<file path="src/rtl/sd_read_arbiter.sv">
// rtl/sd_read_arbiter.sv - shares one SD block-read controller between two clients
// Round-robin grant, per-client request latch, byte routing, watchdog and byte-count supervision.
module sd_read_arbiter #(
  parameter int BLOCK_BYTES = 512,
  parameter int TIMEOUT     = 1023,
  parameter int TO_W        = 10
) (
  input  logic        clk,
  input  logic        rst,
  input  logic        c0_start,
  input  logic [31:0] c0_address,
  output logic [7:0]  c0_data,
  output logic        c0_valid,
  output logic        c0_available,
  input  logic        c1_start,
  input  logic [31:0] c1_address,
  output logic [7:0]  c1_data,
  output logic        c1_valid,
  output logic        c1_available,
  output logic        SDctrl_start,
  output logic [31:0] SDctrl_address,
  input  logic [7:0]  SDctrl_data,
  input  logic        SDctrl_valid,
  input  logic        SDctrl_available,
  output logic [1:0]  grant,
  output logic [1:0]  pend,
  output logic        err_timeout,
  output logic        err_count
);

  typedef enum logic [2:0] {
    S_IDLE,
    S_ISSUE,
    S_WAIT_BUSY,
    S_BUSY,
    S_DONE
  } state_e;

  localparam logic [9:0]      BYTE_MAX  = 10'd1023;
  localparam logic [9:0]      BLOCK_CNT = 10'(BLOCK_BYTES);
  localparam logic [TO_W-1:0] TO_LAST   = TO_W'(TIMEOUT - 1);

  state_e          state_q, state_d;
  logic [1:0]      pend_q, pend_d;
  logic [31:0]     addr0_q, addr0_d;
  logic [31:0]     addr1_q, addr1_d;
  logic [31:0]     sd_addr_q, sd_addr_d;
  logic [1:0]      grant_q, grant_d;
  logic            last_q, last_d;
  logic [TO_W-1:0] wd_q, wd_d;
  logic [9:0]      bytes_q, bytes_d;
  logic            err_timeout_q, err_timeout_d;
  logic            err_count_q, err_count_d;
  logic            abandon_q, abandon_d;
  logic            avail0_q, avail0_d;
  logic            avail1_q, avail1_d;
  logic            sel;

  always_comb begin
    state_d       = state_q;
    pend_d        = pend_q;
    addr0_d       = addr0_q;
    addr1_d       = addr1_q;
    sd_addr_d     = sd_addr_q;
    grant_d       = grant_q;
    last_d        = last_q;
    wd_d          = wd_q;
    bytes_d       = bytes_q;
    err_timeout_d = err_timeout_q;
    err_count_d   = err_count_q;
    abandon_d     = abandon_q;
    // Client 1 wins when it is the only one pending, or when both pend and 0 went last.
    sel           = pend_q[1] && (!pend_q[0] || !last_q);

    if (c0_start && !pend_q[0] && !grant_q[0]) begin
      pend_d[0] = 1'b1;
      addr0_d   = c0_address;
    end
    if (c1_start && !pend_q[1] && !grant_q[1]) begin
      pend_d[1] = 1'b1;
      addr1_d   = c1_address;
    end

    case (state_q)
      S_IDLE: begin
        if ((pend_q != 2'b00) && SDctrl_available) begin
          grant_d     = sel ? 2'b10 : 2'b01;
          sd_addr_d   = sel ? addr1_q : addr0_q;
          pend_d[sel] = 1'b0;
          state_d     = S_ISSUE;
        end
      end
      S_ISSUE: begin
        wd_d      = '0;
        bytes_d   = '0;
        abandon_d = 1'b0;
        state_d   = S_WAIT_BUSY;
      end
      S_WAIT_BUSY: begin
        if (!SDctrl_available) begin
          state_d = S_BUSY;
        end else if (wd_q == TO_LAST) begin
          err_timeout_d = 1'b1;
          abandon_d     = 1'b1;
          state_d       = S_DONE;
        end else begin
          wd_d = wd_q + TO_W'(1);
        end
      end
      S_BUSY: begin
        if (SDctrl_valid && (bytes_q != BYTE_MAX)) begin
          bytes_d = bytes_q + 10'd1;
        end
        if (SDctrl_available) begin
          state_d = S_DONE;
        end
      end
      S_DONE: begin
        if (!abandon_q && (bytes_q != BLOCK_CNT)) begin
          err_count_d = 1'b1;
        end
        grant_d = 2'b00;
        last_d  = grant_q[1];
        state_d = S_IDLE;
      end
      default: state_d = S_IDLE;
    endcase

    avail0_d = (state_q == S_IDLE) && !pend_q[0] && SDctrl_available && !c0_start;
    avail1_d = (state_q == S_IDLE) && !pend_q[1] && SDctrl_available && !c1_start;
  end

  always_ff @(posedge clk) begin
    if (!rst) begin
      state_q       <= S_IDLE;
      pend_q        <= 2'b00;
      addr0_q       <= '0;
      addr1_q       <= '0;
      sd_addr_q     <= '0;
      grant_q       <= 2'b00;
      last_q        <= 1'b1;
      wd_q          <= '0;
      bytes_q       <= '0;
      err_timeout_q <= 1'b0;
      err_count_q   <= 1'b0;
      abandon_q     <= 1'b0;
      avail0_q      <= 1'b0;
      avail1_q      <= 1'b0;
    end else begin
      state_q       <= state_d;
      pend_q        <= pend_d;
      addr0_q       <= addr0_d;
      addr1_q       <= addr1_d;
      sd_addr_q     <= sd_addr_d;
      grant_q       <= grant_d;
      last_q        <= last_d;
      wd_q          <= wd_d;
      bytes_q       <= bytes_d;
      err_timeout_q <= err_timeout_d;
      err_count_q   <= err_count_d;
      abandon_q     <= abandon_d;
      avail0_q      <= avail0_d;
      avail1_q      <= avail1_d;
    end
  end

  // Bytes reach a client only while it owns a transaction the controller has accepted.
  assign c0_valid       = (state_q == S_BUSY) && grant_q[0] && SDctrl_valid;
  assign c1_valid       = (state_q == S_BUSY) && grant_q[1] && SDctrl_valid;
  assign c0_data        = ((state_q == S_BUSY) && grant_q[0]) ? SDctrl_data : 8'h00;
  assign c1_data        = ((state_q == S_BUSY) && grant_q[1]) ? SDctrl_data : 8'h00;
  assign c0_available   = avail0_q;
  assign c1_available   = avail1_q;
  assign SDctrl_start   = (state_q == S_ISSUE);
  assign SDctrl_address = sd_addr_q;
  assign grant          = grant_q;
  assign pend           = pend_q;
  assign err_timeout    = err_timeout_q;
  assign err_count      = err_count_q;

endmodule

</file>
<file path="config.mk">
export PLATFORM = sky130hd
export DESIGN_NAME = sd_read_arbiter
export DESIGN_NICKNAME = d
export VERILOG_FILES = /design/src/rtl/sd_read_arbiter.sv
export SDC_FILE = /design/constraint.sdc
export NUM_CORES = 1
export LEC_CHECK = 0
export ABC_AREA = 1
export CELL_PAD_IN_SITES_DETAIL_PLACEMENT = 0
export CELL_PAD_IN_SITES_GLOBAL_PLACEMENT = 1
export CORE_AREA = 2 2 135 137
export DETAILED_ROUTE_END_ITERATION = 8
export DIE_AREA = 0 0 137 139
export GPL_ROUTABILITY_DRIVEN = 0
export GPL_TIMING_DRIVEN = 0
export PLACE_DENSITY_LB_ADDON = 0.05
export SLEW_MARGIN = 10
export SYNTH_ARGS = -nofsm -noshare
export SYNTH_HDL_FRONTEND = slang
export SYNTH_SLANG_ARGS = --single-unit
</file>
<file path="constraint.sdc">
create_clock -name clk -period 1.4 [get_ports clk]
set_input_delay 0.35 -clock clk [delete_from_list [all_inputs] [get_ports clk]]
set_output_delay 0.35 -clock clk [all_outputs]
set_load 0.01 [all_outputs]
</file>
; Word level (Yosys, flattened, before mapping)
; Index checks and enable logic that the tools add are counted.
[classes]
addsub = 2
order_cmp = 2
n_eq_ne = 14
mux = 25
bitwise = 2
n_reduce_logical = 41
[ops]
columns = operator, count
row1 = one-hot mux 10 bit (2 select lines), 2
row2 = 2-to-1 mux 32 bit, 1
row3 = 2-to-1 mux 10 bit, 3
row4 = adder 10 x 1 -> 10 bit (second input constant), 2
row5 = inequality test 10 bit (second input constant), 2
row6 = logical AND 1 bit, 19
row7 = 2-to-1 mux 8 bit, 2
row8 = 2-to-1 mux 3 bit, 4
row9 = inequality test 2 bit (second input constant), 6
row10 = one-hot mux 3 bit (4 select lines), 1
row11 = AND reduction 3 bit, 4
row12 = equality test 10 bit (second input constant), 1
row13 = zero test 1 bit, 8
row14 = 2-to-1 mux 2 bit, 4
row15 = AND reduction 2 bit, 4
row16 = nonzero test 2 bit, 4
row17 = equality test 3 x 2 -> 1 bit (second input constant), 2
row18 = 2-to-1 mux 1 bit, 5
row19 = one-hot mux 2 bit (2 select lines), 1
row20 = equality test 3 x 1 -> 1 bit (second input constant), 1
row21 = equality test 3 bit (second input constant), 1
row22 = zero test 3 bit, 1
row23 = inequality test 3 bit (second input constant), 1
row24 = bitwise AND 2 bit, 1
row25 = other kinds (6), 6
[totals]
regBits = 129
inputBits = 78
output_inout_bits = 59

; Depth between registers and ports, before layout
; Gate-level depths: netlist of run 1.
[depth]
ltp_word = 11
depth_mapped = 10
ltp_nobuf = 10

; Least setup slack after synthesis of run 1
; Ideal clock, no wire load.
[synth_timing]
path_type = flip-flop to output port
startpoint = register state_q[1]
endpoint = output port c0_data[0]
t_arrival_ps = 1100
setup_slack_ps = -50
path_stages_with_launch = 6
n_path_buf = 1
path_cell_list = dfxtp_1 > nand3_1 > inv_1 > buf_2 > nand2_1 > nor2_1
[synth_via]
elab_chain_cells = 3
[synth_rtl]
columns = element, line
row1 = "start, declared", 43  ; state_e state_q, state_d;
row2 = "start signal, assigned", 150  ; state_q <= state_d;
row3 = equality test 3 x 2 -> 1 bit, 170  ; assign c0_data = ((state_q == S_BUSY) && grant_q[0]) ? SDctrl_data : 8'h00;
row4 = logical AND 1 bit, 170
row5 = 2-to-1 mux 8 bit, 170
row6 = "end, declared", 12  ; output logic [7:0] c0_data,
; No other way between the ends.

; Final worst setup path of run 1
[layout_timing]
startpoint = register state_q[2]
endpoint = output port c0_valid
[layout_via]
elab_chain_cells = 3
[layout_rtl]
columns = element, line
row1 = equality test 3 x 2 -> 1 bit, 168  ; assign c0_valid = (state_q == S_BUSY) && grant_q[0] && SDctrl_valid;
row2 = logical AND 1 bit (2 in a row), 168
row3 = "end, declared", 13  ; output logic c0_valid,
; No other way between the ends.

==> impl_metrics.ini, run 1 <==
[clock_tree]
insertion_delay_ns = 0.43
cts_buffer_depth = 2
clk_pin_slew_worst_paths_ns = 0.06
cts_max_level = 4
cts_tree = yes
cts-hold-fix-buffers = 0
cts-root-buf = clkbuf_16
cts_made_buffers = 17
cts_sinks = 129

[die]
core_sq_um = 17660
die_w_um = 137
dieArea_sq_um = 19040
fp.dieH_um = 139
start_util = 0.3129
pin_count = 137
rows = 49

[global_route]
gr-usage-all-layers = 0.2041
grt_max_degree = 17
grt_pass1_wl_um = 30100
grt_overflow = 0
antenna_found_initial = 0
first_global_vias = 5741

[finish]
layout-area-overhead-vs-synth_pct = 58.76
fin_cells = 1190
antennaDiodeCount = 0
nets = 1030
nFillCells = 1740
layout-drive-gt1-share = 0.2810

[detailed_routing]
ant_nets = 0
wire_per_inst_um = 16.21
drc_errors = 0
drt_pass1_iterations = 4
drt_iter0_drc = 196
totalWireLength_um = 19290
num_vias = 5750
via_per_inst = 4.832

[critical_path]
required_ns = 1.05
crit_fanout = 6
crit_type = reg2out
cp.arrival_ns = 1.40
crit_path_end_kind = output port
cp-start-kind = flip-flop

[pwr]
peakVddDrop_mv = 1.075
p_leak_uw = 0.003350
p_per_area_nw_per_um2 = 1499
power.total_uw = 13150

[place]
portBuffers = 135
placed_cells = 1119
hpwl_um = 13120
post-place-ws_ns = -0.8052

[yosys]
ys_seq_area_frac = 0.4674
synth_warnings = 0
synth_cells = 755
synth_top_area_cell = dfxtp_1
synthesis.area_sq_um = 5525
ys_types = 35
syn_avg_cell_area_sq_um = 7.318
synth_top_area_frac = 0.4674
syn-num-nets = 837
synth-seq-cells = 129
synth_area_leaders = dfxtp_1 47%, nand3_1 8.2%, nor2_1 7.9%

[timing]
worst_pin_slew_ns = 0.6225
fmax_ghz = 0.5726
post-route-period-util = 1.248
final_max_slew_viol_count = 0
hold_viol = 0
fin_crit_ns = 1.747
finalWorstSetupSlack_ns = -0.3465
holdWs_ns = 0.2157
setup_viol = 79
slew_headroom = 0.5850
grt_setup_unrepaired = true
finalClockSkew_ns = 0.009977

[hold_path]
min_path_type = in2reg

[status]
violations = setup timing
outcome = finished with violations

[job]
drv_cap = 0
registers in the layout (all words and copies together) (netlist names):
register,count
SDctrl_address,32
abandon_q,1
addr0_q,32
addr1_q,32
bytes_q,10
c0_available,1
c1_available,1
err_count,1
err_timeout,1
grant,2
last_q,1
pend,2
state_q,3
wd_q,10
where the power goes:
| part | internal [uW] | switching (uW) | leakage [uW] |
|---|---|---|---|
| registers | 4230 | 358 | 0.00107 |
| logic | 2070 | 2410 | 0.00203 |
| clock network | 2320 | 1770 | 0.000249 |
cells in the final DEF, fill, tap and decap left out, drive strengths merged, types with 3 or more instances in the layout:
| cell | synthesis | final |
|---|---|---|
| o21bai | 3 | 3 |
| o21ai | 72 | 72 |
| dfxtp | 129 | 129 |
| clkbuf | 16 | 59 |
| clkdlybuf4s50 | 0 | 75 |
| clkinv | 0 | 4 |
| nand3 | 93 | 93 |
| nand2 | 107 | 109 |
| nor2 | 121 | 121 |
| a31oi | 32 | 32 |
| inv | 79 | 82 |
| ha | 4 | 4 |
| clkdlybuf4s15 | 0 | 23 |
| a21oi | 53 | 53 |
| clkinvlp | 0 | 7 |
| buf | 30 | 75 |
layer usage:
metal / vias to the layer above / GRT usage / part of all wire
met5: - / 0 / 0
met4: 0 / 0.05534 / 0.019
met3: 26 / 0.04971 / 0.041
met2: 123 / 0.3451 / 0.50
met1: 2714 / 0.2572 / 0.44
li1: 2887 / - / -
through the flow:
step	instance area, sq um	utilization	setup TNS [ns]
global route	8772	0.4968	-21.17
detailed placement	7218	0.4088	-68.02
finish	8772	0.4968	-15.50
global placement	7218	0.4088	-65.56
CTS	8109	0.4593	-11.92
floorplan	5580	-	-0.5512
critical path, cell delays in order (launching register included):
cell and delay (ns):
dfxtp_2 0.33, inv_2 0.07, nand3_4 0.07, inv_4 0.07
buf_12 0.14, nand2_4 0.08, nor2_2 0.08, buf_2 0.13
area by class of cell:
| cell class | count | area [sq um] | share of cell area |
|---|---|---|---|
| timing repair buffer | 172 | 1740 | 0.1984 |
| inverter | 79 | 324.1 | 0.03694 |
| multi-input combinational | 503 | 2875 | 0.3278 |
| clock buffer | 18 | 439.2 | 0.05006 |
| buffer | 46 | 370.4 | 0.04222 |
| sequential | 129 | 2628 | 0.2995 |
| tap | 229 | 286.5 | 0.03266 |
| clock inverter | 14 | 108.9 | 0.01241 |
path summary, 6_finish.rpt:
path               from                end  slack (ns)  depth (start not counted)
max reg2reg  state_q[2]  SDctrl_address[7]       -0.23                         10
min reg2reg   err_count          err_count        0.45                          2
max          state_q[2]           c0_valid       -0.35                          7
min            c1_start       c1_available        0.22                          2
cell families after synthesis:
group	count (synthesis)	share of synthesized area
AND/OR/NAND/NOR	330	0.2611
flip-flops	129	0.4674
buffers and inverters	125	0.09647
adder cells (fa/ha/maj)	4	0.009058
AO/OA/AOI/OAI	167	0.1660
synth_stat cells, drive strengths merged:
library cell  number
nand2            107
a22oi              2
ha                 4
a211oi             2
nor3               1
a31oi             32
a21oi             53
nand4              2
nand3b             1
o211ai             1
nor4               2
a21boi             1
dfxtp            129
nor3b              2
o21bai             3
clkbuf            16
nor2             121
buf               30
o221ai             1
nand3             93
o21ai             72
inv               79
or2                1
repair_timing:
| item | 4_1_cts | 5_1_grt |
|---|---|---|
| cloned | 4 | 6 |
| buffers inserted | 20 | 10 |
| pin swaps | 8 | 20 |
| endpoints found under the setup margin | 175 | 152 |
| gates resized for setup | 221 | 163 |
| endpoints found under the hold margin | 0 | 0 |
Power figures use the tool's default switching activity.
==> inputs of run 2 (changes only) <==
- CAP_MARGIN: not set -> 30
==> results of run 2 <==
The final DEF is identical to that of run 1; final timing and power are the same.
==> inputs of run 3 (changes only) <==
- CORE_AREA: 2 2 135 137 -> 2 2 121 123
- DIE_AREA: 0 0 137 139 -> 0 0 123 125
- DONT_BUFFER_PORTS: not set -> 1
- clock period: 1.4 -> 2.1 ns (I/O delays scaled with it)
==> run 3 against run 2 <==
Compared with the run above: the flow now finishes without violations; cell count down 18%; first-iteration DRC count up 44%; clock-buffer cell count up 2; sequential power down 33%; largest cell class unchanged.
==> impl_metrics.ini, run 3 (synthesized netlist as in run 1, its figures left out) <==
[die]
rows = 44
core_sq_um = 14200
dieArea_sq_um = 15380
fp.dieH_um = 125
start_util = 0.3890
die_w_um = 123
pin_count = 137

[global_route]
grt_pass1_wl_um = 25760
antenna_found_initial = 2
grt_overflow = 0
first_global_vias = 4740
grt_max_degree = 17
gr-usage-all-layers = 0.2184

[finish]
nFillCells = 1478
layout-area-overhead-vs-synth_pct = 18.43
nets = 856
antennaDiodeCount = 0
fin_cells = 971
seqCellArea_sq_um = 2584
layout.cells.most_common = dfxtp_1
layout-drive-gt1-share = 0.1309
most-common-layout-cells = 128 x dfxtp_1, 101 x nand2_1, 98 x nor2_1
fin_util = 0.4607
multiInputGateArea_sq_um = 2590

[critical_path]
crit_fanout = 10
cp-start-kind = flip-flop
cp.arrival_ns = 1.49
crit_path_end_kind = output port
required_ns = 1.57
crit_type = reg2out

[clock_tree]
cts_made_buffers = 17
clk_pin_slew_worst_paths_ns = 0.06
cts_buffer_depth = 2
cts_max_level = 4
cts-root-buf = clkbuf_16
cts_sinks = 129
insertion_delay_ns = 0.41
ctsResizeCount = 25
cts-hold-fix-buffers = 0
cts_tree = yes
post-cts-setup-buffers = 0

[timing]
post-route-period-util = 0.9606
fin_crit_ns = 2.017
finalClockSkew_ns = 0.005484
worst_pin_slew_ns = 0.6376
fmax_ghz = 0.4957
slew_headroom = 0.5749
setup_viol = 0
holdWs_ns = 0.1850
final_max_slew_viol_count = 0
hold_viol = 0
finalSetupTns_ns = 0
grt_setup_unrepaired = false

[pwr]
p_leak_uw = 0.002413
p_per_area_nw_per_um2 = 1183
peakVddDrop_mv = 0.7014

[status]
outcome = finished clean

[place]
portBuffers = 0
placed_cells = 939
hpwl_um = 11560

[detailed_routing]
ant_nets = 0
drc_errors = 0
num_vias = 4989
wire_per_inst_um = 16.64
drt_pass1_iterations = 7
drt_iter0_drc = 282
via_per_inst = 5.138
totalWireLength_um = 16160

[hold_path]
min_path_type = in2reg

[job]
drv_cap = 0
## run 3: changes by cell type in the layout (fill, tap and decap cells not counted), moves of 10 or more
cell             before  now
clkdlybuf4s15_1      15    0
nand3_1              66   90
nand3_2              21    2
dfxtp_1             111  128
clkbuf_1              9   19
buf_6                23    4
buf_4                19    1
nor2_2               13    1
clkbuf_2             17    0
clkdlybuf4s50_1      75    0
## run 3: final cells by class
cell class	instances	share of cell area
Sequential cell	129	0.3948
Clock buffer	20	0.06673
Tap cell	184	0.03518
Buffer	46	0.03767
Clock inverter	12	0.02447
Multi-Input combinational cell	501	0.3958
Inverter	79	0.04532
## run 3: worst max-delay path, cell delays in order, from the launching register on
cell and delay [ns]:
dfxtp_1 0.42, nand3_4 0.13, inv_2 0.09, buf_8 0.16, nand2_8 0.13, nor2_4 0.15
## run 3: worst paths after layout
| path | from | to | slack (ns) | cells after the start |
|---|---|---|---|---|
| max | state_q[0] | c1_valid | 0.08 | 5 |
| min | c0_start | c0_available | 0.18 | 1 |
| max reg2reg | grant[1] | addr1_q[23] | 0.32 | 5 |
| min reg2reg | addr1_q[3] | addr1_q[3] | 0.44 | 2 |
## run 3: stage by stage
stage	worst slack (ns)	total power [uW]	instance area (sq um)
global route	0.0002859	8188	6544
floorplan	0.4749	4244	5525
global placement	0.1947	4724	5756
finish	0.08275	7738	6544
CTS	0.01178	7776	6421
detailed placement	0.1787	4758	5756
## run 3: power breakdown
part	total, uW	internal [uW]	switching (uW)
logic	1660	509	1150
registers	3080	2790	290
clock network	3000	1870	1120
total	7740	5180	2560
## run 3: per-layer routing
metal	track usage	vias to the layer above	share of wire
li1	-	2526	-
met1	0.2747	2354	0.44
met2	0.3656	90	0.50
met3	0.06797	15	0.052
met4	0.04880	4	0.0093
met5	0	-	0.00087
==> RTL change 1: new RTL, flow settings as in run 2 <==
Change the parameter `TO_W` from 10 to 14.
--- a/src/rtl/sd_read_arbiter.sv
+++ b/src/rtl/sd_read_arbiter.sv
@@ -3,7 +3,7 @@
 module sd_read_arbiter #(
   parameter int BLOCK_BYTES = 512,
   parameter int TIMEOUT     = 1023,
-  parameter int TO_W        = 10
+  parameter int TO_W        = 14
 ) (
   input  logic        clk,
   input  logic        rst,
Formal check against the unedited RTL: no difference found for any inputs over 10 cycles, from zero or initial values and one cycle with rst low; that may be too few to reach the edited logic, so the function may still have changed.
==> RTL change 1 against run 2 <==
  * The run still ends with negative setup slack left
  * Total power grew 5.3%
  * Cell area grew 7.6%
  * Cell count grew 6.4%
  * First-iteration DRC count grew 57%
  * Global-route usage grew 1.0 points
  * Synthesized area grew 0.75%
  * Sequential cell count grew 4
  * Sequential share of layout area shrank 0.91 points
  * Clock power grew 9.0%
  * Wire length grew 5.3%
  * Worst setup slack lost 0.15 ns
  * Critical path type unchanged
  * Largest power group is now combinational cells
==> RTL change 1: results (changes against run 2) <==
- Status: finished with violations (unchanged)
- Failing checks: negative setup slack (unchanged)
- Leak Pwr: 3.80 nW (was 3.35 nW)
- Drt pass-1 iters: 4 (unchanged)
- H-tree Lvls: 4 (unchanged)
- IO Port Bufs: 136 (was 135)
- Clk buf depth: 2 (unchanged)
- DP Worst Slack: -0.983 ns (was -0.805 ns)
- Setup violations, final: 79 (unchanged)
- Yosys cell types: 28 (was 35)
- Setup ws final: -0.493 ns (was -0.347 ns)
- FILL cells: 1668 (was 1740)
- Top cells by count, synth: nor2_1 (185), nand2_1 (182), dfxtp_1 (133), o21ai_0 (73), inv_1 (55) (was dfxtp_1 (129), nor2_1 (116), nand2_1 (103), nand3_1 (91), inv_1 (73))
- N_diodes: 0 (unchanged)
- Clk pin slew, worst setup/hold paths: 0.06 ns (about the same)
- Share of cells above drive strength 1: 34.5% (was 28.1%)
- FFs w/ async S/R, synth: 0% (unchanged)
- Worst setup SP type: register (unchanged)
- Inserted Clock Buffers: 17 (unchanged)
- Worst Path Max Fanout: 5 (was 6)
- Top cells by area, synth: dfxtp_1 (48%), nor2_1 (12%), nand2_1 (12%) (was dfxtp_1 (47%), nand3_1 (8.2%), nor2_1 (7.9%))
- Ys Warns: 0 (unchanged)
- CP Data Arrival Time: 1.54 ns (was 1.40 ns)
- First-pass GRT wire length: 31700 µm (was 30100 µm)
- Synth Net Count: 876 (was 837)
- Pin count of the biggest net entering global routing: 17 (unchanged)
- Via Count: 6005 (was 5750)
- Final #Nets: 1106 (was 1030)
- DR iter-0 viols: 308 (was 196)
- GRT Util Overall: 21.4% (was 20.4%)
- Max VDD drop: 0.00102 V (was 0.00108 V)
- Avg WL per Cell: 16.0 µm (was 16.2 µm)
- Sequential share of the synthesized area: 47.8% (was 46.7%)
- Root Buffer: clkbuf_16 (unchanged)
- Post-route clock skew: 0.00889 ns (was 0.00998 ns)
- Worst-skew pair later-pin latency: 0.43 ns (about the same)
- Hold Path Class: in -> reg (unchanged)
- Initial antenna violation count: 0 (unchanged)
- Dpl hpwl: 12900 µm (was 13100 µm)
- Final TNS setup: -20.90 ns (was -15.50 ns)
- Post-DP Area: 7340 µm² (was 7220 µm²)
- Slew margin rel.: 59.1% (was 58.5%)
[RTL change 1: worst max-delay path, cell delays in order, from the launching register on]
cell,delay (ns)
dfxtp_4,0.35
inv_2,0.04
nor3_4,0.20
buf_8,0.21
nand2_8,0.10
nor2_4,0.11
buf_6,0.11
[RTL change 1: through the flow]
step	total power, mW	instances
after floorplan	6.22	794
after global placement	7.33	1159
after detailed placement	7.38	1159
after CTS	13.6	1259
after global routing	14.5	1266
final	13.9	1266
[RTL change 1: power by group]
part	switching (mW)	internal, mW
clock	1.82	2.64
combinational	2.56	2.27
sequential	0.320	4.24
[RTL change 1: what timing repair did]
action | CTS | global route
gates cloned | 11 | 1
endpoints found under the hold margin | 0 | 0
hold buffers | 0 | 0
pin swaps | 39 | 53
endpoints found under the setup margin | 192 | 178
setup buffers | 58 | 16
resized for setup | 370 | 150
[RTL change 1: layer usage]
metal | vias up | share of wire (%) | wire length [µm] | global-route usage, %
met3 | 33 | 4.0 | 812 | 4.61
met4 | 0 | 2.4 | 483 | 7.16
met1 | 2813 | 44 | 8880 | 27.2
li1 | 3030 | - | - | -
met2 | 129 | 50 | 10100 | 35.9
met5 | - | 0 | 0 | 0
[RTL change 1: final timing paths]
kind	slack, ns	cells past startpoint	from	to
max reg2reg	-0.35	9	state_q[1]	SDctrl_address[8]
max	-0.49	6	state_q[1]	c1_data[7]
min	0.20	2	c1_start	c1_available
min reg2reg	0.45	2	err_count	err_count
[RTL change 1: area by class of cell]
cell class | count | area (µm²) | area share [%]
tap | 229 | 287 | 3.04
sequential | 133 | 2740 | 29.0
clock inverter | 14 | 153 | 1.62
timing repair buffer | 212 | 2060 | 21.8
clock buffer | 18 | 429 | 4.55
multi-input combinational | 565 | 3240 | 34.3
buffer | 37 | 293 | 3.10
inverter | 58 | 245 | 2.60
[RTL change 1: logic make-up after synthesis]
group,count (synthesis),share of synthesized area [%]
DFF,133,47.8
xor gates and xnor gates,1,0.157
adders and majority gates,4,0.899
and+or+nand+nor,417,30.1
buffers and inverters,98,7.31
AOI/OAI and AO/OA,141,13.7
==> RTL change 2: new RTL, settings of run 2 <==
Without the edit above. Reset style: asynchronous (`rst`), changed in one clocked block.
--- a/src/rtl/sd_read_arbiter.sv
+++ b/src/rtl/sd_read_arbiter.sv
@@ -130,7 +130,7 @@
     avail1_d = (state_q == S_IDLE) && !pend_q[1] && SDctrl_available && !c1_start;
   end
 
-  always_ff @(posedge clk) begin
+  always_ff @(posedge clk or negedge rst) begin
     if (!rst) begin
       state_q       <= S_IDLE;
       pend_q        <= 2'b00;
Behaviour: differs if rst is asserted again (counterexample within 4 cycles, from zero or initial values and one cycle with rst low); with rst held inactive, the same outputs for 10 cycles.
==> RTL change 2 against run 2 <==
  * The run still ends with negative setup slack left
  * Cell area up 0.48%
  * Combinational power up 57%
  * Highest routed layer unchanged
  * Sequential cell count did not move
  * Synthesized area increased by 3.1%
  * Worst setup slack worse by 0.14 ns
  * Clock power is 7.1% higher
  * Synthesized cell count shrank 22%
  * Global-route usage down 2.2 points
  * Critical path depth down 1
  * Total power is 33% higher
  * Via count fell by 17%
  * Wire length shrank 13%
==> RTL change 2: results (changes against run 2) <==
- FILL cells: 1644 (was 1740)
- Worst r2r path cells: 9 (was 10)
- Count leader, synth: nand2_1 (was dfxtp_1)
- Yosys cell types: 32 (was 35)
- Setup violations, final: 79 (unchanged)
- Avg WL per Cell: 16.1 µm (was 16.2 µm)
- Dpl cells: 952 (was 1119)
- CP startpoint: state_q[1] (was state_q[2])
- Final clock-cell share: 6.56% (was 6.25%)
- Dpl hpwl: 10900 µm (was 13100 µm)
- Worst Path Max Fanout: 7 (was 6)
- Multi-input gates: 380 (was 503)
- Slew margin rel.: 65.4% (was 58.5%)
- Worst hold margin: 0.449 ns (was 0.216 ns)
- Cells after Synth: 586 (was 755)
- Synth Net Count: 668 (was 837)
- IO Port Bufs: 136 (was 135)
- Part of the power in combinational logic: 40.1% (was 34.0%)
- Setup ws final: -0.488 ns (was -0.347 ns)
- Seq power: 6.14 mW (was 4.59 mW)
- Failing checks: negative setup slack (unchanged)
- Leak Pwr: 3.99 nW (was 3.35 nW)
- Hold Path Class: in -> async (was in -> reg)
- Sequential Area: 3240 µm² (was 2630 µm²)
- Repair and plain buffers: 210 (was 218)
- Top cells by count, synth: nand2_1 (142), dfrtp_1 (128), inv_1 (57), nor2_1 (55), mux2_2 (49) (was dfxtp_1 (129), nor2_1 (116), nand2_1 (103), nand3_1 (91), inv_1 (73))
- Non-clk buf share: 21.9% (was 24.1%)
- Share of cells above drive strength 1: 37.4% (was 28.1%)
- Multi-input combinational cell area: 2540 µm² (was 2880 µm²)
- Reg2reg end: wd_q[9] (was SDctrl_address[7])
- Status: finished with violations (unchanged)
==> RTL change 2: changes by cell type after synthesis, sizes merged, moves of 14 or more <==
cell	delta
dfxtp	-129
nand3	-47
o21ai	-50
a31oi	-32
o211ai	+15
inv	-19
nor2	-59
clkbuf	-14
a21oi	-34
dfrtp	+128
nand2	+37
mux2	+49
==> RTL change 2: stage by stage <==
stage               total power [mW]  instance area [µm²]  setup TNS, ns
global route                    18.7                 8810         -26.76
CTS                             17.3                 8610         -16.36
finish                          17.5                 8810         -20.18
detailed placement              12.0                 7570         -68.67
floorplan                       9.50                 5890        -0.0382
global placement                11.9                 7540        -761.52
==> RTL change 2: kinds of logic after synthesis <==
logic type	after synthesis	synth area share [%]
AND/OR/NAND/NOR	259	19.5
flip-flops	129	56.7
buffers and inverters	79	6.00
AO/OA/AOI/OAI	60	6.33
multiplexers	49	9.69
XOR/XNOR	6	0.923
adder cells (fa/ha/maj)	4	0.879
==> RTL change 2: worst min-delay path by stage <==
| stage | cells after the start | to | from |
|---|---|---|---|
| 3_3_place_gp | 2 | err_timeout | err_timeout |
| 4_1_cts | 2 | wd_q[6] | rst |
| 3_5_place_dp | 1 | wd_q[6] | rst |
| 6_report | 2 | wd_q[6] | rst |
| 5_1_grt | 3 | addr1_q[8] | c1_address[8] |
| 2_1_floorplan | 0 | SDctrl_address[0] | rst |
==> RTL change 2: layer usage <==
layer,vias up,part of all wire (%),global-route usage [%]
met5,-,0,0
met4,0,1.3,5.43
met3,19,4.0,4.75
met2,85,53,31.2
met1,2333,42,22.3
li1,2332,-,-
==> RTL change 2: critical path: stages (launching register included) <==
cell and delay (ns):
dfrtp_2 0.47, nand3_4 0.11, inv_4 0.07, buf_12 0.15
nand2_8 0.10, nor2_4 0.10, buf_6 0.11
